File: config.mk
export PLATFORM = sky130hd
export DESIGN_NAME = ether_tx_arbiter
export DESIGN_NICKNAME = d
export VERILOG_FILES = /design/src/rtl/ether_pkg.sv /design/src/rtl/ether_tx_serializer.sv /design/src/rtl/ether_tx_arbiter.sv
export SDC_FILE = /design/constraint.sdc
export NUM_CORES = 1
export LEC_CHECK = 0
export CORE_AREA = 2 2 67 69
export DETAILED_ROUTE_END_ITERATION = 6
export DIE_AREA = 0 0 69 71
export PLACE_DENSITY_LB_ADDON = 0.15
export SYNTH_ARGS = -nofsm -noshare
export SYNTH_HDL_FRONTEND = slang
export SYNTH_SLANG_ARGS = --single-unit
File: constraint.sdc
create_clock -name clk -period 4.7 [get_ports clk]
set_input_delay 0.94 -clock clk [delete_from_list [all_inputs] [get_ports clk]]
set_output_delay 0.94 -clock clk [all_outputs]
set_load 0.01 [all_outputs]
File: src/rtl/ether_pkg.sv
// Shared RMII definitions: transmit-side FSM states, preamble dibits and defaults.
package ether_pkg;

  typedef enum logic [1:0] {
    TX_IDLE  = 2'd0,
    TX_PREAM = 2'd1,
    TX_DATA  = 2'd2,
    TX_IFG   = 2'd3
  } tx_state_e;

  localparam logic [1:0] PREAM_EXPECT = 2'b01;
  localparam logic [1:0] PREAM_LAST   = 2'b11;

  localparam int PREAM_DIBITS_DEF = 32;
  localparam int IFG_CYCLES_DEF   = 48;

  // Dibit for preamble position idx of a len-dibit preamble; the SFD closes it.
  function automatic logic [1:0] pream_dibit(input int unsigned idx, input int unsigned len);
    return (idx == len - 1) ? PREAM_LAST : PREAM_EXPECT;
  endfunction

endpackage

File: src/rtl/ether_tx_serializer.sv
// Byte load/shift register emitting dibits LSB-first; byte_done marks the 4th dibit.
module ether_tx_serializer (
  input  logic       clk,
  input  logic       rst,
  input  logic       load,
  input  logic [7:0] din,
  input  logic       shift,
  output logic [1:0] dibit,
  output logic [1:0] dibit_nxt,
  output logic       byte_done
);

  logic [7:0] sh_q, sh_d;
  logic [1:0] idx_q, idx_d;

  always_comb begin
    sh_d  = sh_q;
    idx_d = idx_q;
    if (load) begin
      sh_d  = din;
      idx_d = 2'd0;
    end else if (shift) begin
      sh_d  = {2'b00, sh_q[7:2]};
      idx_d = idx_q + 2'd1;
    end
  end

  assign dibit     = sh_q[1:0];
  assign dibit_nxt = sh_q[3:2];
  assign byte_done = (idx_q == 2'd3);

  always_ff @(posedge clk or posedge rst) begin
    if (rst) begin
      sh_q  <= '0;
      idx_q <= '0;
    end else begin
      sh_q  <= sh_d;
      idx_q <= idx_d;
    end
  end

endmodule

File: src/rtl/ether_tx_arbiter.sv
// Round-robin frame arbiter for two byte requesters onto the RMII transmit pins.
module ether_tx_arbiter
  import ether_pkg::*;
#(
  parameter int PREAM_DIBITS = PREAM_DIBITS_DEF,
  parameter int IFG_CYCLES   = IFG_CYCLES_DEF
) (
  input  logic       clk,
  input  logic       rst,
  input  logic       axiiv_a,
  input  logic [7:0] axiid_a,
  input  logic       axiil_a,
  output logic       axiir_a,
  input  logic       axiiv_b,
  input  logic [7:0] axiid_b,
  input  logic       axiil_b,
  output logic       axiir_b,
  output logic       txen,
  output logic [1:0] txd,
  output logic [1:0] grant,
  output logic       underrun
);

  localparam int CW = 16;

  tx_state_e     state_q, state_d;
  logic [CW-1:0] cnt_q, cnt_d;
  logic [1:0]    grant_q, grant_d;
  logic          rr_b_q, rr_b_d;   // 1 when B was granted last
  logic          last_q, last_d;
  logic          txen_q, txen_d;
  logic [1:0]    txd_q, txd_d;
  logic          underrun_q, underrun_d;

  logic       req_any, win_b, sel_b, sel_v, sel_l, rdy;
  logic [7:0] sel_d;
  logic       ld, sh, byte_done;
  logic [1:0] dibit, dibit_nxt;

  assign req_any = axiiv_a | axiiv_b;
  assign win_b   = axiiv_b & (~axiiv_a | ~rr_b_q);
  assign sel_b   = (state_q == TX_IDLE) ? win_b : grant_q[1];
  assign sel_v   = sel_b ? axiiv_b : axiiv_a;
  assign sel_d   = sel_b ? axiid_b : axiid_a;
  assign sel_l   = sel_b ? axiil_b : axiil_a;

  assign rdy     = ((state_q == TX_IDLE) && req_any) ||
                   ((state_q == TX_DATA) && byte_done && !last_q);
  assign axiir_a = rdy & ~sel_b;
  assign axiir_b = rdy & sel_b;

  ether_tx_serializer u_ser (
    .clk       (clk),
    .rst       (rst),
    .load      (ld),
    .din       (sel_d),
    .shift     (sh),
    .dibit     (dibit),
    .dibit_nxt (dibit_nxt),
    .byte_done (byte_done)
  );

  // txd/txen are registered, so each state computes what the pins show next cycle.
  always_comb begin
    state_d    = state_q;
    cnt_d      = cnt_q;
    grant_d    = grant_q;
    rr_b_d     = rr_b_q;
    last_d     = last_q;
    txen_d     = 1'b0;
    txd_d      = 2'b00;
    underrun_d = 1'b0;
    ld         = 1'b0;
    sh         = 1'b0;
    case (state_q)
      TX_IDLE: begin
        if (req_any) begin
          ld      = 1'b1;
          last_d  = sel_l;
          grant_d = win_b ? 2'b10 : 2'b01;
          rr_b_d  = win_b;
          state_d = TX_PREAM;
          cnt_d   = '0;
          txen_d  = 1'b1;
          txd_d   = pream_dibit(32'd0, PREAM_DIBITS);
        end
      end
      TX_PREAM: begin
        txen_d = 1'b1;
        if (cnt_q == CW'(PREAM_DIBITS - 1)) begin
          state_d = TX_DATA;
          txd_d   = dibit;
        end else begin
          cnt_d = cnt_q + 1'b1;
          txd_d = pream_dibit(32'(cnt_q) + 32'd1, PREAM_DIBITS);
        end
      end
      TX_DATA: begin
        if (!byte_done) begin
          sh     = 1'b1;
          txen_d = 1'b1;
          txd_d  = dibit_nxt;
        end else if (!last_q && sel_v) begin
          ld     = 1'b1;
          last_d = sel_l;
          txen_d = 1'b1;
          txd_d  = sel_d[1:0];
        end else begin
          // Either the last byte finished or the requester ran dry mid-frame.
          state_d    = TX_IFG;
          cnt_d      = '0;
          grant_d    = 2'b00;
          underrun_d = ~last_q;
        end
      end
      TX_IFG: begin
        if (cnt_q == CW'(IFG_CYCLES - 1)) state_d = TX_IDLE;
        else                              cnt_d   = cnt_q + 1'b1;
      end
      default: state_d = TX_IDLE;
    endcase
  end

  always_ff @(posedge clk or posedge rst) begin
    if (rst) begin
      state_q    <= TX_IDLE;
      cnt_q      <= '0;
      grant_q    <= 2'b00;
      rr_b_q     <= 1'b0;
      last_q     <= 1'b0;
      txen_q     <= 1'b0;
      txd_q      <= 2'b00;
      underrun_q <= 1'b0;
    end else begin
      state_q    <= state_d;
      cnt_q      <= cnt_d;
      grant_q    <= grant_d;
      rr_b_q     <= rr_b_d;
      last_q     <= last_d;
      txen_q     <= txen_d;
      txd_q      <= txd_d;
      underrun_q <= underrun_d;
    end
  end

  assign txen     = txen_q;
  assign txd      = txd_q;
  assign grant    = grant_q;
  assign underrun = underrun_q;

endmodule

==> results.md <==
- Global Route met1 Usage: 0.313
- Power per cell area: 544 nW/um2
- Setup Skew: 0.00312 ns
- Die Ht: 71 um
- Switching Share: 0.417
- Nets@finish: 321
- Number of synthesized flops with an enable pin: 0
- Worst VDD drop: 0.000249 V
- FP Rows: 24
- Die area: 4900 um2
- Max Slew Vio Count: 0
- Initial core utilization: 0.573
- Initial antenna violation count: 0
- Core area: 4200 um2
- Via Count: 2076
- Hold Crit Class: reg -> reg
- Most frequent cell after synthesis: dfrtp_1
- Fillers: 352
- Synth top area share: 0.374
- YS warnings: 0
- Final Core Density: 0.664
- Gate Count Post-Synth: 267
- Leakage: 1.15 nW
- Post-DRT Antenna Nets: 0
- Clock power share: 0.184
- Final Routed Wirelength: 5.19 mm
- Final period util: 0.788
- CTS tree: built
- Layer carrying the most global-route usage: met2
- First drt pass iteration count: 4
- Num CTS Buffers: 5
- First-pass GRT wire length: 9.00 mm
- Number of H-tree levels: 2
- Multi-input logic area: 1380 um2
- Achievable frequency: 270 MHz
- Area growth from synthesis to layout: 15.8%
- Yosys reg bits: 36
- Sw power: 0.000633 W
- Sequential share of power: 0.309
- Cell taking the most area after synthesis: dfrtp_1
- RSZ-0062 raised after global routing: false
- Pin count of the biggest net entering global routing: 37
- Postcts setup bufs: 0
- Worst setup EP type: primary output
- Area of the mapped netlist: 2410 um2
- Top Ports: 30
- Hold Buf Count CTS: 0
- Worst Path Max Fanout: 9
- GPL Wtd Cong: 0.855
- Relative slew slack: 0.221
- Status: finished, final reports clean
- Grt met2 use: 0.343
- Actual slew at the worst max-slew pin: 1.16 ns
- Clock Tree Root: clkbuf_8
- Most used flip-flop cell after synthesis: dfrtp_1
- Clk pin slew, worst setup/hold paths: 0.07 ns
- Synth Net Count: 297
- Wire per inst: 15.1 um
- HPWL Detailed: 3.63 mm
- Worst-Skew Late Latency: 0.30 ns
- Int Power: 0.000884 W
- Commonest cells post-synth: 36 x dfrtp_1, 23 x nor2_1, 20 x a21oi_1, 16 x o21ai_0, 14 x nand2_1
- Largest cells by area after synthesis: dfrtp_1 37%, a21oi_1 4.2%, ha_1 4.2%
- Worst setup SP type: input port
- Worst endpoint data arrival time: 2.76 ns
- Pre-CTS setup slack: 1.02 ns
- Max Cap Viol: 0
- Seq. cell area: 901 um2
- Worst EP required: 3.76 ns
- Clk buf depth: 2
- Post-route setup slack: 0.997 ns
- Vias per std cell: 6.03
- Grt ovf: 0
- Synth cell types: 54
- CP Class: in -> out
- CTS sink count: 36
- Vias in the first global route: 1949
- Asr flop ratio synth: 1.00
- Hold Violations, Final: 0
- Sequential share of the synthesized area: 0.374
- ANT cells: 0
- Post-CTS sizing: 0
- Fin Setup TNS: 0 ns
- DR DRC count: 0
- Mean post-synth cell area: 9.03 um2
- Chip Width: 69 um
- Minimum clock period: 3.70 ns
- Number of I/O port buffers: 29
- Layout cell share with drive strength beyond 1: 0.0925
- Pwr Total: 0.00152 W
- Combinational power share: 0.507
- GRT Total Usage: 0.226
- Starting DRC count in detailed routing: 121
- Grt met3 use: 0.0541
- Final setup violation count: 0
## sequential cells by signal, summed over array words and instances (netlist names)
| name | count |
|---|---|
| u_ser.sh_q | 8 |
| last_q | 1 |
| underrun | 1 |
| u_ser.idx_q | 2 |
| cnt_q | 16 |
| state_q | 2 |
| rr_b_q | 1 |
| txd | 2 |
| txen | 1 |
| grant | 2 |
## logic make-up (layout without fill, tap and decap cells)
| logic type | after synthesis | after routing | share of synthesized area |
|---|---|---|---|
| adders and majority gates | 8 | 8 | 0.0415 |
| DFF | 36 | 36 | 0.374 |
| and+or+nand+nor | 99 | 99 | 0.237 |
| xor gates and xnor gates | 3 | 3 | 0.0109 |
| muxes | 12 | 12 | 0.0509 |
| buffers and inverters | 23 | 48 | 0.0555 |
| AOI/OAI and AO/OA | 86 | 86 | 0.231 |
## per-stage QoR
stage,instances,hold WS (ns),cell area (um2)
3_5_place_dp,336,0.474,2680
3_3_place_gp,336,0.474,2680
2_1_floorplan,267,0.449,2410
4_1_cts,344,0.483,2790
5_1_grt,344,0.534,2790
6_report,344,0.481,2790
## per-layer routing
layer  share of wire  wire length, um
met1            0.48             2470
met3           0.040              209
met4           0.017               87
met2            0.47             2420
met5               0                0
## area by class of cell
class                      instances  share of cell area
tap                               52              0.0233
clock buffer                       5              0.0247
multi-input combinational        208               0.493
timing repair buffer              31               0.109
inverter                           9              0.0121
sequential                        36               0.323
clock inverter                     3              0.0152
## placed cells by master (no fill, tap or decap), types with 3 or more instances in the layout
master / netlist / routed
nand4_1: 3 / 3
dfrtp_1: 36 / 36
nor3_1: 7 / 7
clkdlybuf4s50_1: 0 / 29
ha_1: 8 / 8
xnor2_1: 3 / 3
a21oi_1: 20 / 20
clkbuf_8: 0 / 5
inv_1: 9 / 9
o21ai_0: 16 / 16
o21ai_1: 8 / 8
nand2b_1: 7 / 7
and2_1: 9 / 9
a31oi_1: 6 / 6
nor2b_1: 11 / 11
a211oi_1: 6 / 6
mux2i_1: 10 / 10
o31ai_1: 9 / 9
nor2_1: 23 / 23
nand2_1: 14 / 14
nand3_1: 6 / 6
## final timing paths
path,slack [ns],from,cells after the start,end
worst max-delay path,1.0,axiiv_a,5,axiir_a
worst min-delay path,0.48,cnt_q[15],1,cnt_q[15]
worst max register to register,2.02,state_q[0],7,u_ser.sh_q[5]
worst min register to register,0.48,cnt_q[15],1,cnt_q[15]
max in group asynchronous,3.32,rst,3,u_ser.sh_q[0]
min in group asynchronous,1.05,rst,3,cnt_q[0]
## power by group through the flow
stage	registers [W]	clock network, W	logic, W
4_1_cts	0.000469	0.000286	0.000774
6_report	0.000469	0.000279	0.000770
3_5_place_dp	0.000476	0	0.000766
5_1_grt	0.000484	0.000298	0.000864
2_1_floorplan	0.000468	0	0.000610
3_3_place_gp	0.000471	0	0.000748
## critical path, cell delays in order
cell	delay, ns
clkdlybuf4s50_1	0.64
nand2_1	0.12
a31oi_1	0.34
nor2b_1	0.18
clkdlybuf4s50_1	0.54
(Power assumes the default switching activity.)
